[config.mk]
export PLATFORM = sky130hd
export DESIGN_NAME = mole_hit_scorer
export DESIGN_NICKNAME = d
export VERILOG_FILES = /design/src/rtl/mole_hit_scorer.sv
export SDC_FILE = /design/constraint.sdc
export NUM_CORES = 1
export LEC_CHECK = 0
export ABC_AREA = 1
export ABC_CLOCK_PERIOD_IN_PS = 3600
export BUFFER_PORTS_ARGS = -buffer_cell sky130_fd_sc_hd__buf_2
export CORE_ASPECT_RATIO = 0.9
export CORE_MARGIN = 5
export CORE_UTILIZATION = 45
export DETAILED_ROUTE_END_ITERATION = 10
export GPL_TIMING_DRIVEN = 0
export PLACE_DENSITY = 0.72
export SKIP_CTS_REPAIR_TIMING = 1
export SLEW_MARGIN = 20
export SYNTH_ARGS = -nofsm -noshare
export SYNTH_HDL_FRONTEND = slang
export SYNTH_SLANG_ARGS = --single-unit
[constraint.sdc]
create_clock -name clk -period 3.6 [get_ports clk]
set_clock_uncertainty 0.15 [all_clocks]
set_input_delay 0 -clock clk [delete_from_list [all_inputs] [get_ports clk]]
set_output_delay 0 -clock clk [all_outputs]
set_load 0.05 [all_outputs]
[src/rtl/mole_hit_scorer.sv]
// -----------------------------------------------------------------------------
// mole_hit_scorer
//
// Responder side of the whack-a-mole display path. When the game FSM pulses
// new_mole, the block latches the mole position and the hit window, then
// watches the player switches for a "whack". A toggle on any switch counts.
// Either edge of that switch is accepted.
//
// Every ARMED cycle is resolved to exactly one outcome, or to none. The
// outcomes in priority order are:
//   1. replaced  - another mole arrives          -> miss, re-arm
//   2. hit       - the mole's switch toggled     -> hit, score up, idle
//   3. timeout   - the ms counter reached window -> miss, idle
//   4. wrong     - any other switch toggled      -> wrong, score down
//
// The hit, miss and wrong pulses are registered, so each one lasts exactly
// one clock. reaction_ms holds the ms count of the most recent hit. score
// saturates at SCORE_MAX and never drops below zero.
//
// Ports
//   clk            system clock (CLOCK_50)
//   reset          synchronous, active-high reset
//   new_mole       1-cycle pulse: a mole appears at mole_position
//   mole_position  index of the lit mole, sampled on new_mole
//   window_ms      hit window in ms, sampled on new_mole
//   sw             raw asynchronous switch levels
//   armed          high while a mole is waiting to be hit
//   hit            1-cycle pulse: correct switch toggled inside the window
//   miss           1-cycle pulse: window expired or mole replaced
//   wrong          1-cycle pulse: non-mole switch toggled while armed
//   reaction_ms    ms elapsed at the last hit, held until the next hit
//   score          binary score, 0..SCORE_MAX
// -----------------------------------------------------------------------------
module mole_hit_scorer #(
  parameter int CLKS_PER_MS = 50000,
  parameter int NUM_SW      = 18,
  parameter int SCORE_MAX   = 9999
) (
  input  logic              clk,
  input  logic              reset,
  input  logic              new_mole,
  input  logic [4:0]        mole_position,
  input  logic [11:0]       window_ms,
  input  logic [NUM_SW-1:0] sw,
  output logic              armed,
  output logic              hit,
  output logic              miss,
  output logic              wrong,
  output logic [11:0]       reaction_ms,
  output logic [13:0]       score
);

  // Width of the sub-millisecond counter. The guard keeps the width legal
  // when the bench shrinks the tick down to a single clock.
  localparam int SUB_W = (CLKS_PER_MS > 1) ? $clog2(CLKS_PER_MS) : 1;

  localparam logic [SUB_W-1:0] SUB_LAST  = SUB_W'(CLKS_PER_MS - 1);
  localparam logic [13:0]      SCORE_TOP = 14'(SCORE_MAX);

  typedef enum logic {
    S_IDLE  = 1'b0,
    S_ARMED = 1'b1
  } state_t;

  // ---------------------------------------------------------------------------
  // Switch input path: a two-flop synchroniser, then a previous-value register
  // for edge detection.
  // ---------------------------------------------------------------------------
  logic [NUM_SW-1:0] sync1_q;
  logic [NUM_SW-1:0] sync2_q;
  logic [NUM_SW-1:0] prev_q;
  logic [NUM_SW-1:0] toggle;

  // NOTE: sequential state is written with non-blocking assignments only.
  // Every flop then samples the pre-edge value, so the synchroniser chain
  // shifts one stage per clock no matter how the statements are ordered.
  always_ff @(posedge clk) begin
    if (reset) begin
      // NOTE: all three stages load the live switch levels during reset.
      // When reset releases, sync2 and prev already agree, so a switch
      // left in the "on" position does not appear as a whack.
      sync1_q <= sw;
      sync2_q <= sw;
      prev_q  <= sw;
    end else begin
      sync1_q <= sw;
      sync2_q <= sync1_q;
      prev_q  <= sync2_q;
    end
  end

  assign toggle = sync2_q ^ prev_q;

  // ---------------------------------------------------------------------------
  // Game state
  // ---------------------------------------------------------------------------
  state_t            state_q,    state_d;
  logic [4:0]        pos_q,      pos_d;
  logic [11:0]       win_q,      win_d;
  logic [SUB_W-1:0]  sub_q,      sub_d;
  logic [11:0]       ms_q,       ms_d;
  logic              hit_q,      hit_d;
  logic              miss_q,     miss_d;
  logic              wrong_q,    wrong_d;
  logic [11:0]       reaction_q, reaction_d;
  logic [13:0]       score_q,    score_d;

  // A mole position outside the switch range gets an empty mask. Such a
  // mole can never be hit, and every toggle against it is a wrong switch.
  logic              pos_ok;
  logic [NUM_SW-1:0] pos_mask;
  logic              hit_sel;
  logic              timeout;
  logic              any_toggle;

  assign pos_ok     = 32'(pos_q) < 32'(NUM_SW);
  assign pos_mask   = pos_ok ? (NUM_SW'(1) << pos_q) : '0;
  assign hit_sel    = |(toggle & pos_mask);
  assign timeout    = (ms_q == win_q);
  assign any_toggle = |toggle;

  always_comb begin
    // NOTE: every signal gets a default before the case statement. No path
    // through this block can leave a signal unassigned, so no latch is
    // inferred. It also means each branch only lists what it changes.
    state_d    = state_q;
    pos_d      = pos_q;
    win_d      = win_q;
    sub_d      = sub_q;
    ms_d       = ms_q;
    hit_d      = 1'b0;
    miss_d     = 1'b0;
    wrong_d    = 1'b0;
    reaction_d = reaction_q;
    score_d    = score_q;

    unique case (state_q)
      S_IDLE: begin
        // Toggles seen in IDLE are dropped. The prev register still
        // absorbs them, so they do not carry over into the next mole.
        if (new_mole) begin
          pos_d   = mole_position;
          win_d   = window_ms;
          sub_d   = '0;
          ms_d    = '0;
          state_d = S_ARMED;
        end
      end

      S_ARMED: begin
        // The ms counter advances on the cycle the sub-ms counter wraps.
        if (sub_q == SUB_LAST) begin
          sub_d = '0;
          ms_d  = ms_q + 12'd1;
        end else begin
          sub_d = sub_q + SUB_W'(1);
        end

        if (new_mole) begin
          // The old mole is replaced: count it as a miss and re-arm.
          miss_d = 1'b1;
          pos_d  = mole_position;
          win_d  = window_ms;
          sub_d  = '0;
          ms_d   = '0;
        end else if (hit_sel) begin
          // The hit is checked ahead of the timeout, so a whack that lands
          // on the expiry cycle still counts. Any wrong toggles in the same
          // cycle are ignored.
          hit_d      = 1'b1;
          reaction_d = ms_q;
          if (score_q != SCORE_TOP) begin
            score_d = score_q + 14'd1;
          end
          state_d = S_IDLE;
        end else if (timeout) begin
          miss_d  = 1'b1;
          state_d = S_IDLE;
        end else if (any_toggle) begin
          // Several wrong switches in one cycle cost a single point.
          wrong_d = 1'b1;
          if (score_q != 14'd0) begin
            score_d = score_q - 14'd1;
          end
        end
      end

      default: state_d = S_IDLE;
    endcase
  end

  always_ff @(posedge clk) begin
    if (reset) begin
      state_q    <= S_IDLE;
      pos_q      <= '0;
      win_q      <= '0;
      sub_q      <= '0;
      ms_q       <= '0;
      hit_q      <= 1'b0;
      miss_q     <= 1'b0;
      wrong_q    <= 1'b0;
      reaction_q <= '0;
      score_q    <= '0;
    end else begin
      state_q    <= state_d;
      pos_q      <= pos_d;
      win_q      <= win_d;
      sub_q      <= sub_d;
      ms_q       <= ms_d;
      hit_q      <= hit_d;
      miss_q     <= miss_d;
      wrong_q    <= wrong_d;
      reaction_q <= reaction_d;
      score_q    <= score_d;
    end
  end

  assign armed       = (state_q == S_ARMED);
  assign hit         = hit_q;
  assign miss        = miss_q;
  assign wrong       = wrong_q;
  assign reaction_ms = reaction_q;
  assign score       = score_q;

endmodule

==> run metrics, run 1 <==
Flop pwr share=between 30% and 40%; Final Max Slew Viols=0; PortBufs=between 60 and 70; Synth warnings=0; Post-Synthesis Cells=roughly 840; Final Hold Vio Count=0; I/O pins=68; drt first pass iters=5; mapped cell area=a little under 6000 µm²; Max Freq=roughly 300 MHz; number of synthesized flops with an enable pin=0; Clk pwr share=a little over two fifths; Reg2Reg Depth=22; core area=12800 µm²; clock buffer count from CTS=17; clock latency on the worst-skew pair=approximately 430 ps; Final Util=58.2%; leakage=0.00343 µW; Final ANT Viol Nets=0; vias in the first global route=about 5100; internal power=2860 µW; TNS Setup=0 ps; top-area cell type share of the netlist area=a little over two fifths; starting density of the core=between 40% and 50%; commonest non-fill, non-tap cell in the layout=nand2_1; clock tree buffer depth=2; largest net degree at the start of global routing=17; total net switching power=about 1100 µW; Slew HR=between 50 and 60%; ys async rst share=0%; Mapped Nets=891; WL final=between 10000 and 15000 µm; CTS tree=yes; switch share=27.9%; CTS H-Tree Depth=4; max cap viols=0; synth-to-layout area growth=26.1%; most frequent cells in the layout=nand2_1, dfxtp_1, nor2_1, inv_1, buf_2; Final #Nets=a little over 1000; Synth area leader=dfxtp_1; share of layout cells above drive strength 1=approximately an eighth; CTS root buffer=clkbuf_16; Synth area leaders=dfxtp_1, nand2_1, nor2_1; DP Wirelength=just over 10000 µm; Die Y=roughly 120 µm; syn_area_per_cell=7.04 µm²; post-DR wirelength/cell=12.9 µm; maximum fanout along the worst path=16; Die ar.=roughly 15000 µm²; row cnt=39; Setup Crit Path Kind=flop to flop; PwrDens=534 nW/µm²; XOR/XNOR share of the synthesized area=around 3.9%; largest family of logic cells by synthesized area=simple AND/OR/NAND/NOR gates; WP data arrival=3400 ps; FF+latch count, synth=about 130; gr usage total=approximately a fifth; Initial DRC Count=~380; diode count=0; TritonCTS Sinks=129; endpoints failing setup=0; # DRC=0; RD Place Congestion=approximately 0.85; CP Launch Type=flop; worst vdd ir=380 µV; Req. time, crit path=3760 ps; via count=between 5000 and 6000; RSZ-0062 raised after global routing=false; status=finished clean; synth unique cells=39; Chip Width=131 µm; Compound-Gate Fraction of Synth Area=about an eighth; first-pass GRT wire length=23700 µm; simple-gate share of the synthesized area=29.7%; vias per inst=around 5; dominant synthesized flop cell=dfxtp_1; Worst Tran Pin Value=between 600 and 700 ps; Critical Path End Type=flop; Hold WC Path Type=input pin to flop; Worst-path clk slew=~60 ps; hold path depth=3; sequential share of the synthesized area=a little over two fifths; Comb pwr share=between 15 and 20%; global route total overflow=0; Final period util=about nine tenths; initial antenna violation count=0; Adder-Cell Fraction of Synth Area=under 10%; Final min period=about 3200 ps; post-synthesis mux area share=0%
## kinds of logic after synthesis
| family | Yosys count |
|---|---|
| DFF | 129 |
| buffers and inverters | 111 |
| AOI/OAI and AO/OA | 130 |
| xor gates and xnor gates | 26 |
| adders and majority gates | 15 |
| and+or+nand+nor | 427 |
## final timing paths
path / slack, ps / start / to
worst max-delay path: 370 / pos_q[0] / score[10]
worst max register to register: 370 / pos_q[0] / score[10]
worst min-delay path: 70 / reset / sub_q[5]
worst min register to register: 260 / sync1_q[16] / sync2_q[16]
## cell type report
class	instances	area, µm²
inverter	85	319
clock inverter	9	104
sequential	129	2580
fill	1184	5350
clock buffer	23	498
timing repair buffer	106	731
tap	164	205
buffer	26	118
multi-input combinational	598	2880
## power groups by stage
stage	sequential (µW)	combinational, µW	clock (µW)
floorplan	1640	437	0
global placement	1590	634	0
detailed placement	1590	643	0
CTS	1560	646	1750
global route	1570	771	1840
finish	1560	681	1730
## routing by layer
layer	vias to the layer above	global-route usage, %	part of all wire, %
met5	-	0	0
met4	0	6.23	1.5
met3	17	5.28	4.8
met2	112	30.3	47
met1	2552	25.0	46
li1	2941	-	-
## metrics by stage
stage / power [µW] / instance area [µm²] / setup WS [ps] / hold WS [ps] / instances
3_3_place_gp: 2220 / 6430 / 318 / -32.6 / 1068
2_1_floorplan: 2080 / 5900 / 815 / -122 / 838
4_1_cts: 3960 / 7030 / 298 / -468 / 1100
5_1_grt: 4180 / 7430 / 9.61 / 72.3 / 1140
3_5_place_dp: 2230 / 6430 / 312 / -31.1 / 1068
6_report: 3970 / 7430 / 365 / 65.6 / 1140
## cells in the mapped netlist (3+ instances only)
master	n
nand2_1	247
dfxtp_1	129
nor2_1	104
inv_1	82
o21ai_0	55
a21oi_1	50
nand3_1	36
clkbuf_1	19
xnor2_1	17
ha_1	14
nand4_1	12
xor2_1	9
nor3_1	8
a211oi_1	5
o21ai_1	5
buf_2	4
nand2_2	4
and3_1	3
inv_2	3
nor4_1	3
## state kept, by name, summed over array words and instances, names as in the netlist, 5 cells and up
signal       flops
win_q           12
pos_q            5
ms_q            12
score           14
reaction_ms     12
sync2_q         18
sub_q           16
sync1_q         18
prev_q          18
## critical path, stage by stage (launching register included)
cell     delay, ps
dfxtp_1        330
inv_1          110
nand2_1         80
nor2_1         220
nand2_1         80
nand2_1         70
nor2_1          40
nand2_1         90
nand2_1         70
nand2_2         90
nand2_4        160
ha_1           390
nand3_1         90
nand2_1        100
nand2_1         50
nand2_1         60
a21oi_1         80
o21ai_0        380
nand3_1        150
nand2_1        100
nand2_1         50
a21oi_1        120
nor2_1          50
Note: power is estimated with default switching activity, not from simulation.
==> run 2, diff against run 1 <==
ABC_CLOCK_PERIOD_IN_PS = 3470   (was 3600)
SLEW_MARGIN = 10   (was 20)
clock period = 3.47 ns   (was 3.6 ns; I/O delays follow)
==> run 2 against run 1 <==
Against the previous run:
- wire length about the same
- final area increased by 0.13%
- clock power is 3% higher
- combinational power up 4.3%
- sequential power increased by 4%
- critical endpoint is now score[13]
==> run metrics, run 2 (synthesized netlist as in run 1, its figures left out) <==
synth-to-layout area growth=26.2% (was 26.1%); vias per inst=4.91 (was 4.93); leakage=0.00343 µW (about the same); gr usage total=19.1% (unchanged); Final WS setup=328 ps (was 365 ps); Initial DRC Count=343 (was 382); met3 usage=5.28% (unchanged); vias in the first global route=5112 (unchanged); hold path depth=3 (unchanged); Critical Path End Type=flop (unchanged); Max Freq=318 MHz (was 309 MHz); clock tree buffer depth=2 (unchanged); delay of the slowest cell on the worst path=380 ps (was 390 ps); WP data arrival=3340 ps (was 3400 ps); CTS H-Tree Depth=4 (unchanged); clock buffer count from CTS=17 (unchanged); final instance area=7440 µm² (was 7430 µm²); largest net degree at the start of global routing=17 (unchanged); global routing usage on met1=25.0% (unchanged); GR peak layer=met2 (unchanged); Final #Nets=1016 (unchanged); clock latency on the worst-skew pair=420 ps (was 430 ps); core area=12800 µm² (unchanged); Worst Tran Pin Value=632 ps (about the same); drt first pass iters=5 (unchanged); first-pass GRT wire length=23700 µm (unchanged); Reg2Reg Launch Point=pos_q[0] (unchanged); post-DR wirelength/cell=12.9 µm (about the same); CTS tree=yes (unchanged); Req. time, crit path=3670 ps (was 3760 ps); Hold WC Path Type=input pin to flop (unchanged); via count=5594 (was 5622); RD Place Congestion=0.847 (unchanged); Worst path slowest cell=ha_1 (unchanged); row cnt=39 (unchanged); Hold Path End=sub_q[5] (unchanged); CP dominant cell by count=nand2_1 (unchanged); PortBufs=66 (unchanged); global route total overflow=0 (unchanged); Reg2Reg Depth=20 (was 22); hold slack=69.1 ps (was 65.6 ps); Worst-path clk slew=60 ps (about the same); Worst R2R End=score[13] (was score[10]); Final Max Slew Viols=0 (unchanged); # DRC=0 (unchanged); status=finished clean (unchanged); Die Y=119 µm (unchanged); DP Wirelength=10400 µm (unchanged); share of layout cells above drive strength 1=12.4% (was 12.0%); worst-path cell chain=inv_1 > nand2_1 > nor2_1 > nand2_1 > nand2_1 > nor2_1 > nand2_1 > nand2_1 > nand2_2 > nand2_4 > ha_1 > a21oi_1 > nand2_1 > a21boi_2 > nor3_1 > nor3_1 > nand3_1 > nand2_1 > nand2_1 > a21oi_1 (was inv_1 > nand2_1 > nor2_1 > nand2_1 > nand2_1 > nor2_1 > nand2_1 > nand2_1 > nand2_2 > nand2_4 > ha_1 > nand3_1 > nand2_1 > nand2_1 > nand2_1 > a21oi_1 > o21ai_0 > nand3_1 > nand2_1 > nand2_1 > a21oi_1 > nor2_1); Final min period=3140 ps (was 3230 ps); endpoints failing setup=0 (unchanged); diode count=0 (unchanged); CP Launch Type=flop (unchanged); TritonCTS Sinks=129 (unchanged); commonest non-fill, non-tap cell in the layout=nand2_1 (unchanged); worst vdd ir=393 µV (was 380 µV); PwrDens=554 nW/µm² (was 534 nW/µm²); pre-CTS setup slack=182 ps (was 312 ps); Die ar.=15500 µm² (unchanged); Slew HR=57.9% (about the same); TNS Setup=0 ps (unchanged); Final ANT Viol Nets=0 (unchanged); Largest regs=prev_q x18, sync1_q x18, sync2_q x18 (unchanged); flop-to-flop setup slack=330 ps (was 370 ps); CTS root buffer=clkbuf_16 (unchanged); Final period util=90.5% (was 89.9%); Setup Crit Path Kind=flop to flop (unchanged); max cap viols=0 (unchanged); Final Hold Vio Count=0 (unchanged); maximum fanout along the worst path=16 (unchanged); Post-DP Area=6430 µm² (unchanged); I/O pins=68 (unchanged); starting density of the core=46.1% (unchanged); GR Layer Usage met2=30.3% (unchanged); most frequent cells in the layout=nand2_1, dfxtp_1, nor2_1, inv_1, buf_2 (unchanged); Chip Width=131 µm (unchanged); WL final=14700 µm (about the same); hold path start=reset (unchanged); initial antenna violation count=0 (unchanged)
-- run 2: worst max path at each step --
stage	depth (start not counted)	from	endpoint	slack [ps]
finish	20	pos_q[0]	score[13]	330
global route	20	pos_q[0]	score[13]	-3
CTS	20	pos_q[2]	score[13]	170
detailed placement	21	pos_q[2]	score[13]	180
global placement	21	pos_q[1]	score[13]	190
floorplan	21	pos_q[1]	score[11]	680
-- run 2: layer usage --
| metal | vias to the layer above | wire [µm] |
|---|---|---|
| met2 | 112 | 6950 |
| met3 | 15 | 697 |
| met1 | 2527 | 6840 |
| li1 | 2940 | - |
| met5 | - | 0 |
| met4 | 0 | 219 |
-- run 2: metrics by stage --
stage	std cells	power [µW]	util, %
final	1140	4120	58.2
after global routing	1140	4340	58.2
after CTS	1100	4110	55.0
after detailed placement	1068	2320	50.3
after global placement	1068	2310	50.3
after floorplan	838	2160	-
-- run 2: where the power goes --
part	switching, µW	internal (µW)	total, µW
combinational	449	261	710
clock	643	1150	1790
sequential	57.5	1560	1620
-- run 2: layout make-up --
cell class | instances | area [µm²]
sequential | 129 | 2580
multi-input combinational | 598 | 2890
clock buffer | 23 | 498
clock inverter | 9 | 104
buffer | 26 | 118
timing repair buffer | 106 | 731
fill | 1184 | 5340
tap | 164 | 205
inverter | 85 | 319
-- run 2: worst max-delay path, delay by kind of cell (launching register included) --
kind | cells | cell delay [ps]
and+or+nand+nor | 15 | 1620
AOI/OAI and AO/OA | 3 | 490
adders and majority gates | 1 | 380
DFF | 1 | 340
buffers and inverters | 1 | 120
